==> config.mk <==
export PLATFORM = sky130hd
export DESIGN_NAME = uart_tx_engine
export DESIGN_NICKNAME = d
export VERILOG_FILES = /design/src/rtl/uart_pkg.sv /design/src/rtl/uart_tx_fifo.sv /design/src/rtl/uart_tx_engine.sv
export SDC_FILE = /design/constraint.sdc
export NUM_CORES = 1
export LEC_CHECK = 0
export ABC_AREA = 1
export CAP_MARGIN = 20
export CORE_MARGIN = 2
export CORE_UTILIZATION = 35
export DETAILED_ROUTE_END_ITERATION = 12
export GPL_TIMING_DRIVEN = 0
export SYNTH_ARGS = -nofsm -noshare
export SYNTH_HDL_FRONTEND = slang
export SYNTH_SLANG_ARGS = --single-unit
==> constraint.sdc <==
create_clock -name i_clk -period 2.5 [get_ports i_clk]
set_input_delay 0.5 -clock i_clk [delete_from_list [all_inputs] [get_ports i_clk]]
set_output_delay 0.5 -clock i_clk [all_outputs]
set_load 0.01 [all_outputs]
==> src/rtl/uart_pkg.sv <==
// -----------------------------------------------------------------------------
// uart_pkg
// Shared definitions for the UART transmit path and the register file:
//   - tx_state_e : transmit FSM state encoding
//   - LCR_*      : bit positions inside the line control register
//   - OVERSAMPLE : baud ticks per serial bit time
//   - ADDR_*     : register addresses shared with the register file
//   - tx_parity(): parity bit for a character of 5..8 bits
// -----------------------------------------------------------------------------
package uart_pkg;

    localparam int OVERSAMPLE = 16;

    // LCR bit positions; word length occupies [LCR_WLS+1:LCR_WLS]
    localparam int LCR_WLS = 0;
    localparam int LCR_STB = 2;
    localparam int LCR_PEN = 3;
    localparam int LCR_EPS = 4;
    localparam int LCR_BRK = 6;

    // Register file addresses
    localparam logic [2:0] ADDR_THR = 3'd0;
    localparam logic [2:0] ADDR_LCR = 3'd3;
    localparam logic [2:0] ADDR_LSR = 3'd5;

    typedef enum logic [2:0] {
        TX_IDLE   = 3'd0,
        TX_START  = 3'd1,
        TX_DATA   = 3'd2,
        TX_PARITY = 3'd3,
        TX_STOP   = 3'd4
    } tx_state_e;

    // Parity over the low 5+wls bits; odd parity inverts the XOR.
    function automatic logic tx_parity(input logic [7:0] data,
                                       input logic [1:0] wls,
                                       input logic       even);
        logic [7:0] mask;
        mask = 8'hFF >> (2'd3 - wls);
        return (^(data & mask)) ^ ~even;
    endfunction

endpackage

==> src/rtl/uart_tx_fifo.sv <==
// -----------------------------------------------------------------------------
// uart_tx_fifo
// Synchronous FIFO holding bytes waiting for the transmit shifter.
// Ports:
//   i_clk, i_rst_n : clock, asynchronous active-low reset
//   i_push, i_data : write strobe and data (ignored when full or clearing)
//   i_pop, o_data  : read strobe and head-of-queue data (show-ahead)
//   i_clear        : synchronous flush, wins over push and pop
//   o_full, o_empty, o_count : occupancy status
// DEPTH must be a power of two and at least 2.
// -----------------------------------------------------------------------------
module uart_tx_fifo #(
    parameter int DEPTH = 16,
    parameter int WIDTH = 8
) (
    input  logic                       i_clk,
    input  logic                       i_rst_n,
    input  logic                       i_push,
    input  logic [WIDTH-1:0]           i_data,
    input  logic                       i_pop,
    output logic [WIDTH-1:0]           o_data,
    input  logic                       i_clear,
    output logic                       o_full,
    output logic                       o_empty,
    output logic [$clog2(DEPTH):0]     o_count
);
    localparam int AW = $clog2(DEPTH);
    localparam int CW = AW + 1;

    logic [WIDTH-1:0] r_mem [DEPTH];
    logic [AW-1:0]    r_wr_ptr;
    logic [AW-1:0]    r_rd_ptr;
    logic [CW-1:0]    r_count;
    logic             w_push;
    logic             w_pop;

    assign o_full  = (r_count == CW'(DEPTH));
    assign o_empty = (r_count == {CW{1'b0}});
    assign o_count = r_count;
    assign o_data  = r_mem[r_rd_ptr];

    // A full FIFO rejects writes even if a pop frees a slot on that edge.
    assign w_push = i_push && !o_full && !i_clear;
    assign w_pop  = i_pop && !o_empty && !i_clear;

    // Storage array; contents need no reset because count gates every read.
    always_ff @(posedge i_clk) begin
        if (w_push) begin
            r_mem[r_wr_ptr] <= i_data;
        end
    end

    // Pointer and occupancy tracking; pointers wrap naturally at DEPTH.
    always_ff @(posedge i_clk or negedge i_rst_n) begin
        if (!i_rst_n) begin
            r_wr_ptr <= {AW{1'b0}};
            r_rd_ptr <= {AW{1'b0}};
            r_count  <= {CW{1'b0}};
        end else if (i_clear) begin
            r_wr_ptr <= {AW{1'b0}};
            r_rd_ptr <= {AW{1'b0}};
            r_count  <= {CW{1'b0}};
        end else begin
            if (w_push) begin
                r_wr_ptr <= r_wr_ptr + AW'(1);
            end
            if (w_pop) begin
                r_rd_ptr <= r_rd_ptr + AW'(1);
            end
            case ({w_push, w_pop})
                2'b10:   r_count <= r_count + CW'(1);
                2'b01:   r_count <= r_count - CW'(1);
                default: r_count <= r_count;
            endcase
        end
    end

endmodule

==> src/rtl/uart_tx_engine.sv <==
// -----------------------------------------------------------------------------
// uart_tx_engine
// UART transmit back-end: buffers THR writes in a FIFO and serializes each
// byte as an asynchronous frame (start, 5..8 data LSB first, optional parity,
// 1 or 2 stop bits). Bit time = OVERSAMPLE * max(i_divisor,1) clocks.
// Ports:
//   i_clk, i_rst_n     : clock, asynchronous active-low reset
//   i_data, i_valid    : THR write byte and strobe
//   o_ready            : FIFO not full
//   i_lcr              : [1:0] word length, [2] stop bits, [3] parity enable,
//                        [4] even parity, [6] break, [5] unused
//   i_divisor          : baud divisor (0 behaves as 1)
//   i_fifo_clear       : flush TX FIFO (frame in the shifter still completes)
//   o_tx               : serial line, idle high
//   o_thr_empty        : LSR[5], FIFO empty
//   o_tx_empty         : LSR[6], FIFO empty and shifter idle
//   o_overrun          : one-cycle pulse when a write hits a full FIFO
// Build option: define UART_TX_SIM_PRINT_EN to echo each popped byte to the
// simulation console with $write; leave it undefined for synthesis builds.
// -----------------------------------------------------------------------------
module uart_tx_engine
    import uart_pkg::*;
#(
    parameter int FIFO_DEPTH = 16,
    parameter int DIV_W      = 16
) (
    input  logic             i_clk,
    input  logic             i_rst_n,
    input  logic [7:0]       i_data,
    input  logic             i_valid,
    output logic             o_ready,
    input  logic [6:0]       i_lcr,
    input  logic [DIV_W-1:0] i_divisor,
    input  logic             i_fifo_clear,
    output logic             o_tx,
    output logic             o_thr_empty,
    output logic             o_tx_empty,
    output logic             o_overrun
);
    localparam int TCW = $clog2(OVERSAMPLE);

    logic [7:0]                   w_fifo_data;
    logic                         w_full;
    logic                         w_empty;
    logic [$clog2(FIFO_DEPTH):0]  w_count_unused;
    logic                         w_lcr_unused;
    logic                         w_pop;
    logic                         w_tick;
    logic                         w_bit_done;
    logic                         w_frame_end;
    logic                         w_last_data;
    logic [DIV_W-1:0]             w_reload;

    tx_state_e        r_state;
    logic [DIV_W-1:0] r_baud_cnt;
    logic [TCW-1:0]   r_tick_cnt;
    logic [2:0]       r_bit_idx;
    logic             r_stop_idx;
    logic [7:0]       r_shift;
    logic [1:0]       r_wls;
    logic             r_stb;
    logic             r_pen;
    logic             r_par;
    logic             r_tx;
    logic             r_thr_empty;
    logic             r_tx_empty;
    logic             r_overrun;

    assign w_lcr_unused = i_lcr[5];

    uart_tx_fifo #(
        .DEPTH (FIFO_DEPTH),
        .WIDTH (8)
    ) u_fifo (
        .i_clk   (i_clk),
        .i_rst_n (i_rst_n),
        .i_push  (i_valid),
        .i_data  (i_data),
        .i_pop   (w_pop),
        .o_data  (w_fifo_data),
        .i_clear (i_fifo_clear),
        .o_full  (w_full),
        .o_empty (w_empty),
        .o_count (w_count_unused)
    );

    assign o_ready = !w_full;

    // Baud tick and bit-boundary decode
    assign w_reload    = (i_divisor == {DIV_W{1'b0}}) ? {DIV_W{1'b0}} : (i_divisor - DIV_W'(1));
    assign w_tick      = (r_baud_cnt == {DIV_W{1'b0}});
    assign w_bit_done  = w_tick && (r_tick_cnt == TCW'(OVERSAMPLE - 1));
    // Last data bit index is 4+wls, i.e. {1, wls}
    assign w_last_data = (r_bit_idx == {1'b1, r_wls});
    assign w_frame_end = (r_state == TX_STOP) && w_bit_done && (r_stop_idx == r_stb);
    assign w_pop       = !w_empty && ((r_state == TX_IDLE) || w_frame_end);

    // Break overrides the line without disturbing the FSM.
    assign o_tx        = r_tx & ~i_lcr[LCR_BRK];
    assign o_thr_empty = r_thr_empty;
    assign o_tx_empty  = r_tx_empty;
    assign o_overrun   = r_overrun;

    // Baud divider and oversample counter; both restart on every pop.
    always_ff @(posedge i_clk or negedge i_rst_n) begin
        if (!i_rst_n) begin
            r_baud_cnt <= {DIV_W{1'b0}};
            r_tick_cnt <= {TCW{1'b0}};
        end else if (w_pop) begin
            r_baud_cnt <= w_reload;
            r_tick_cnt <= {TCW{1'b0}};
        end else if (w_tick) begin
            r_baud_cnt <= w_reload;
            r_tick_cnt <= r_tick_cnt + TCW'(1);
        end else begin
            r_baud_cnt <= r_baud_cnt - DIV_W'(1);
        end
    end

    // Transmit FSM; r_tx follows the state one clock later.
    always_ff @(posedge i_clk or negedge i_rst_n) begin
        if (!i_rst_n) begin
            r_state    <= TX_IDLE;
            r_bit_idx  <= 3'd0;
            r_stop_idx <= 1'b0;
            r_shift    <= 8'd0;
            r_wls      <= 2'd0;
            r_stb      <= 1'b0;
            r_pen      <= 1'b0;
            r_par      <= 1'b0;
            r_tx       <= 1'b1;
        end else begin
            // Frame format is captured at pop so later LCR writes wait for the next byte.
            if (w_pop) begin
                r_shift <= w_fifo_data;
                r_wls   <= i_lcr[LCR_WLS +: 2];
                r_stb   <= i_lcr[LCR_STB];
                r_pen   <= i_lcr[LCR_PEN];
                r_par   <= tx_parity(w_fifo_data, i_lcr[LCR_WLS +: 2], i_lcr[LCR_EPS]);
            end
            case (r_state)
                TX_IDLE: begin
                    r_tx <= 1'b1;
                    if (w_pop) begin
                        r_state <= TX_START;
                    end else begin
                        r_state <= TX_IDLE;
                    end
                end
                TX_START: begin
                    r_tx <= 1'b0;
                    if (w_bit_done) begin
                        r_state   <= TX_DATA;
                        r_bit_idx <= 3'd0;
                    end
                end
                TX_DATA: begin
                    r_tx <= r_shift[0];
                    if (w_bit_done) begin
                        if (w_last_data) begin
                            r_state    <= r_pen ? TX_PARITY : TX_STOP;
                            r_stop_idx <= 1'b0;
                        end else begin
                            r_shift   <= {1'b0, r_shift[7:1]};
                            r_bit_idx <= r_bit_idx + 3'd1;
                        end
                    end
                end
                TX_PARITY: begin
                    r_tx <= r_par;
                    if (w_bit_done) begin
                        r_state    <= TX_STOP;
                        r_stop_idx <= 1'b0;
                    end
                end
                TX_STOP: begin
                    r_tx <= 1'b1;
                    if (w_frame_end) begin
                        r_state <= w_empty ? TX_IDLE : TX_START;
                    end else if (w_bit_done) begin
                        r_stop_idx <= 1'b1;
                    end
                end
                default: begin
                    r_state <= TX_IDLE;
                    r_tx    <= 1'b1;
                end
            endcase
        end
    end

    // LSR status and overrun pulse; a clear swallows a simultaneous write silently.
    always_ff @(posedge i_clk or negedge i_rst_n) begin
        if (!i_rst_n) begin
            r_thr_empty <= 1'b1;
            r_tx_empty  <= 1'b1;
            r_overrun   <= 1'b0;
        end else begin
            r_thr_empty <= w_empty;
            r_tx_empty  <= w_empty && (r_state == TX_IDLE);
            r_overrun   <= i_valid && w_full && !i_fifo_clear;
        end
    end

`ifdef UART_TX_SIM_PRINT_EN
    // Console echo of each byte as it leaves the FIFO.
    always_ff @(posedge i_clk) begin
        if (w_pop) begin
            $write("%c", w_fifo_data);
        end
    end
`endif

endmodule

==> results.txt <==
outcome - complete, but fails checks
failing checks - negative setup slack
Power Total - 10.11 mW
Placed Area - 9748 sq um
top area cells in the synthesized netlist - edfxtp_1 (43%), dfrtp_1 (15%), nand2_1 (12%)
Syn. warnings - 0
Synth Flop Type - edfxtp_1
Seq cells post-synth - 185
Critical Path RT - 2880 ps
Post-synth EDFFs - 128
Syn-to-layout area delta - 20.58%
post-synthesis instance total - 953
CTS tree - built
WP data arrival - 2900 ps
hold-fix buffers at CTS - 0
min Tclk post-route - 2518 ps
multi-input logic area - 3393 sq um
via count - 6601
XOR/XNOR Fraction of Synth Area - 0.02653
reg2reg end - u_fifo.o_count[4]$_DFFE_PN0P_
first-pass GRT wire length - 34.56 mm
Register Area - 5274 sq um
Avg WL per Cell - 15.97 microns
Detail Placement HPWL - 14.64 mm
CTS clk-pin slew, worst paths - 80 ps
CP endpoint kind - register
Slowest cell on crit path - dfrtp_1
area leader, netlist - edfxtp_1
fillers - 2419
mapped cell area - 8915 sq um
number of buffers inserted by port buffering - 38
max-slew violations - 0
antenna violations before repair - 0
reg-to-reg startpoint - r_baud_cnt[0]$_DFF_PN0_
FFs w/ async S/R, synth - 0.3081
Ant. Diodes - 0
Final Util - 0.4281
fin crit share - 1.007
Post-DRT Antenna Nets - 0
layout cells sized above 1 - 0.1408
Worst Hold Class - in -> async
Slew HR - 0.4501
worst path bufs/invs - 1
Max stage delay on crit path - 400 ps
FF-to-FF setup slack - -20 ps
DRC - 0
Worst setup SP type - register
grt ovf - 0
vias in the first global route - 6322
DRT Wirelength - 21.83 mm
average instance area after synthesis - 9.354 sq um
max-cap violations - 0
Via density - 4.829
post-synth top area share - 0.4312
critical path launch point - r_baud_cnt[0]$_DFF_PN0_
sequential area share after synthesis - 0.5916
PwrDens - 940.9 nW/um^2
mux share of post-synthesis cell area - 0.001263
total CTS buffers - 17
CTS root buffer - clkbuf_16
Die X - 163.6 microns
setup violators final - 1
std cell rows - 58
DIE AREA - 26760 sq um
compound-gate portion of the synthesized area - 0.05881
core region area - 25110 sq um
worst slew pin tran - 822.3 ps
Distinct cells, synth - 46
largest net degree at the start of global routing - 33
Top delay family on crit path - simple AND/OR/NAND/NOR gates
Ports - 40
Starting Density - 0.3550
critical path class - reg -> reg
Worst VDD drop - 0.4040 mV
simple-gate area share of the yosys netlist - 0.2456
skew final - 18.69 ps
Die H - 163.6 microns
pre-CTS setup slack - -629.6 ps
worst-path fanout max - 6
Final Hold Fails - 0
Pre-antenna DRT Iters - 4
clock sink count - 185
GPL Wtd Cong - 0.8506
initial DRC count - 538
worst-case reg-to-reg path depth - 17
Leak - 4.422 nW
largest family of logic cells by synthesized area - simple AND/OR/NAND/NOR gates
RSZ-0062 raised after global routing - true
H-tree depth - 4
CTS Buffer Depth - 2
crit-path cells - inv_2 -> ha_4 -> nand2_4 -> nor2_4 -> nand3_4 -> nor2_4 -> nand3_4 -> nand2_4 -> nand2_4 -> nor2_4 -> ha_4 -> a21oi_2 -> nand2_1 -> xor2_1 -> xor2_1 -> nand3_1 -> nand2_1
fin area - 10750 sq um
gr usage total - 0.1715
hold slack - 68.00 ps
setup ws final - -18.38 ps
Mapped Nets - 1002
clk_lat worst skew - 450 ps
Post-Synth Adder-Cell Area - 0.02049
# nets final - 1073
Max Freq - 397.1 MHz
==> worst max-delay path by stage <==
stage                                    end  depth (start not counted)
2_1_floorplan  u_fifo.o_count[4]$_DFFE_PN0P_                         17
3_3_place_gp   u_fifo.o_count[3]$_DFFE_PN0P_                          1
6_report       u_fifo.o_count[4]$_DFFE_PN0P_                         17
5_1_grt        u_fifo.o_count[4]$_DFFE_PN0P_                         17
3_5_place_dp    u_fifo.r_mem[1][6]$_DFFE_PP_                          7
4_1_cts         u_fifo.r_mem[4][4]$_DFFE_PP_                          7
==> cells in the mapped netlist, types with 2 or more instances <==
master      n
or2_2       3
nand2_2     5
nor2_1    122
nor4_1      2
nor2_2      2
buf_2      21
or2_1       2
nand3_1    71
a22oi_1     2
dfstp_2     3
nand2_1   275
buf_6       3
xor2_1     14
nor2_4      5
o22ai_1     2
nand4_1     7
nor3_2      2
o21ai_1    14
nor3_1      9
edfxtp_1  128
a21oi_1    26
nand3b_1    2
nand3_2     3
inv_1      81
dfrtp_1    54
o21a_1      2
nand2_4     2
clkbuf_1    4
inv_2       6
o21ai_0    38
xnor2_1    13
ha_1       13
o21ai_2     4
==> cell usage in the layout (no fill, tap or decap), drive strengths merged, types with 2 or more instances in the layout <==
cell type,n
a21oi,27
clkbuf,27
nand2,282
o22ai,2
o21a,2
nand4,7
nor4,2
ha,13
nor2,129
nand3b,2
dfrtp,54
clkdlybuf4s50,37
xor2,14
a22oi,2
or2,5
xnor2,13
clkinv,4
inv,100
nor3,11
nand3,75
edfxtp,128
buf,34
dfstp,3
o21ai,56
==> metrics by stage <==
| stage | std cells | TNS [ps] |
|---|---|---|
| 2_1_floorplan | 953 | 0 |
| 3_3_place_gp | 1321 | -120490 |
| 3_5_place_dp | 1322 | -72710 |
| 4_1_cts | 1361 | -3116 |
| 5_1_grt | 1367 | -330.2 |
| 6_report | 1367 | -18.38 |
==> final cells by class <==
type,count,area share
well taps,330,0.03841
plain buffers,29,0.01688
clock buffers,17,0.03958
repair buffers,52,0.04621
flip-flops and latches,185,0.4906
inverters,89,0.03131
multi-input cells,650,0.3157
clock inverters,15,0.02130
==> registers in the layout, indices dropped and copies added (netlist names) <==
name / count
u_fifo.r_rd_ptr: 4
r_shift: 8
r_par: 1
r_wls: 2
u_fifo.o_count: 5
u_fifo.r_mem: 128
o_thr_empty: 1
r_state: 3
r_tx: 1
o_tx_empty: 1
r_stb: 1
r_stop_idx: 1
r_baud_cnt: 16
r_tick_cnt: 4
r_bit_idx: 3
r_pen: 1
u_fifo.r_wr_ptr: 4
o_overrun: 1
==> worst reg2reg max path: cells and delay by family (launching register included) <==
family                     cells  cell delay [ps]
AOI/OAI and AO/OA              1              110
DFF                            1              400
buffers and inverters          1               90
and+or+nand+nor               11             1140
xor gates and xnor gates       2              320
adders and majority gates      2              420
==> timing repair <==
item / CTS / global route
pin swaps: 5 / 10
setup endpoints to repair: 126 / 118
setup buffers: 7 / 6
resized for setup: 20 / 48
endpoints found under the hold margin: 0 / 0
==> routing by layer <==
layer  GRT usage  up-vias  routed length, microns
met5           0        -                       0
met4     0.05542        0                     351
met3     0.04063       29                    1176
met2      0.2837      136                   10610
met1      0.2226     3150                    9693
li1            -     3286                       -
==> power breakdown <==
| group | internal (mW) | switching, mW |
|---|---|---|
| registers | 3.66 | 0.301 |
| clock network | 1.44 | 1.49 |
| logic | 1.20 | 2.02 |
| total | 6.30 | 3.82 |
==> kinds of logic after synthesis <==
logic type / count (synthesis)
simple gates: 514
mux: 1
flops: 185
compound gates: 94
fa+ha+maj: 14
buf+inv: 118
xor+xnor: 27
No activity file was read; power rests on OpenSTA's default activity.
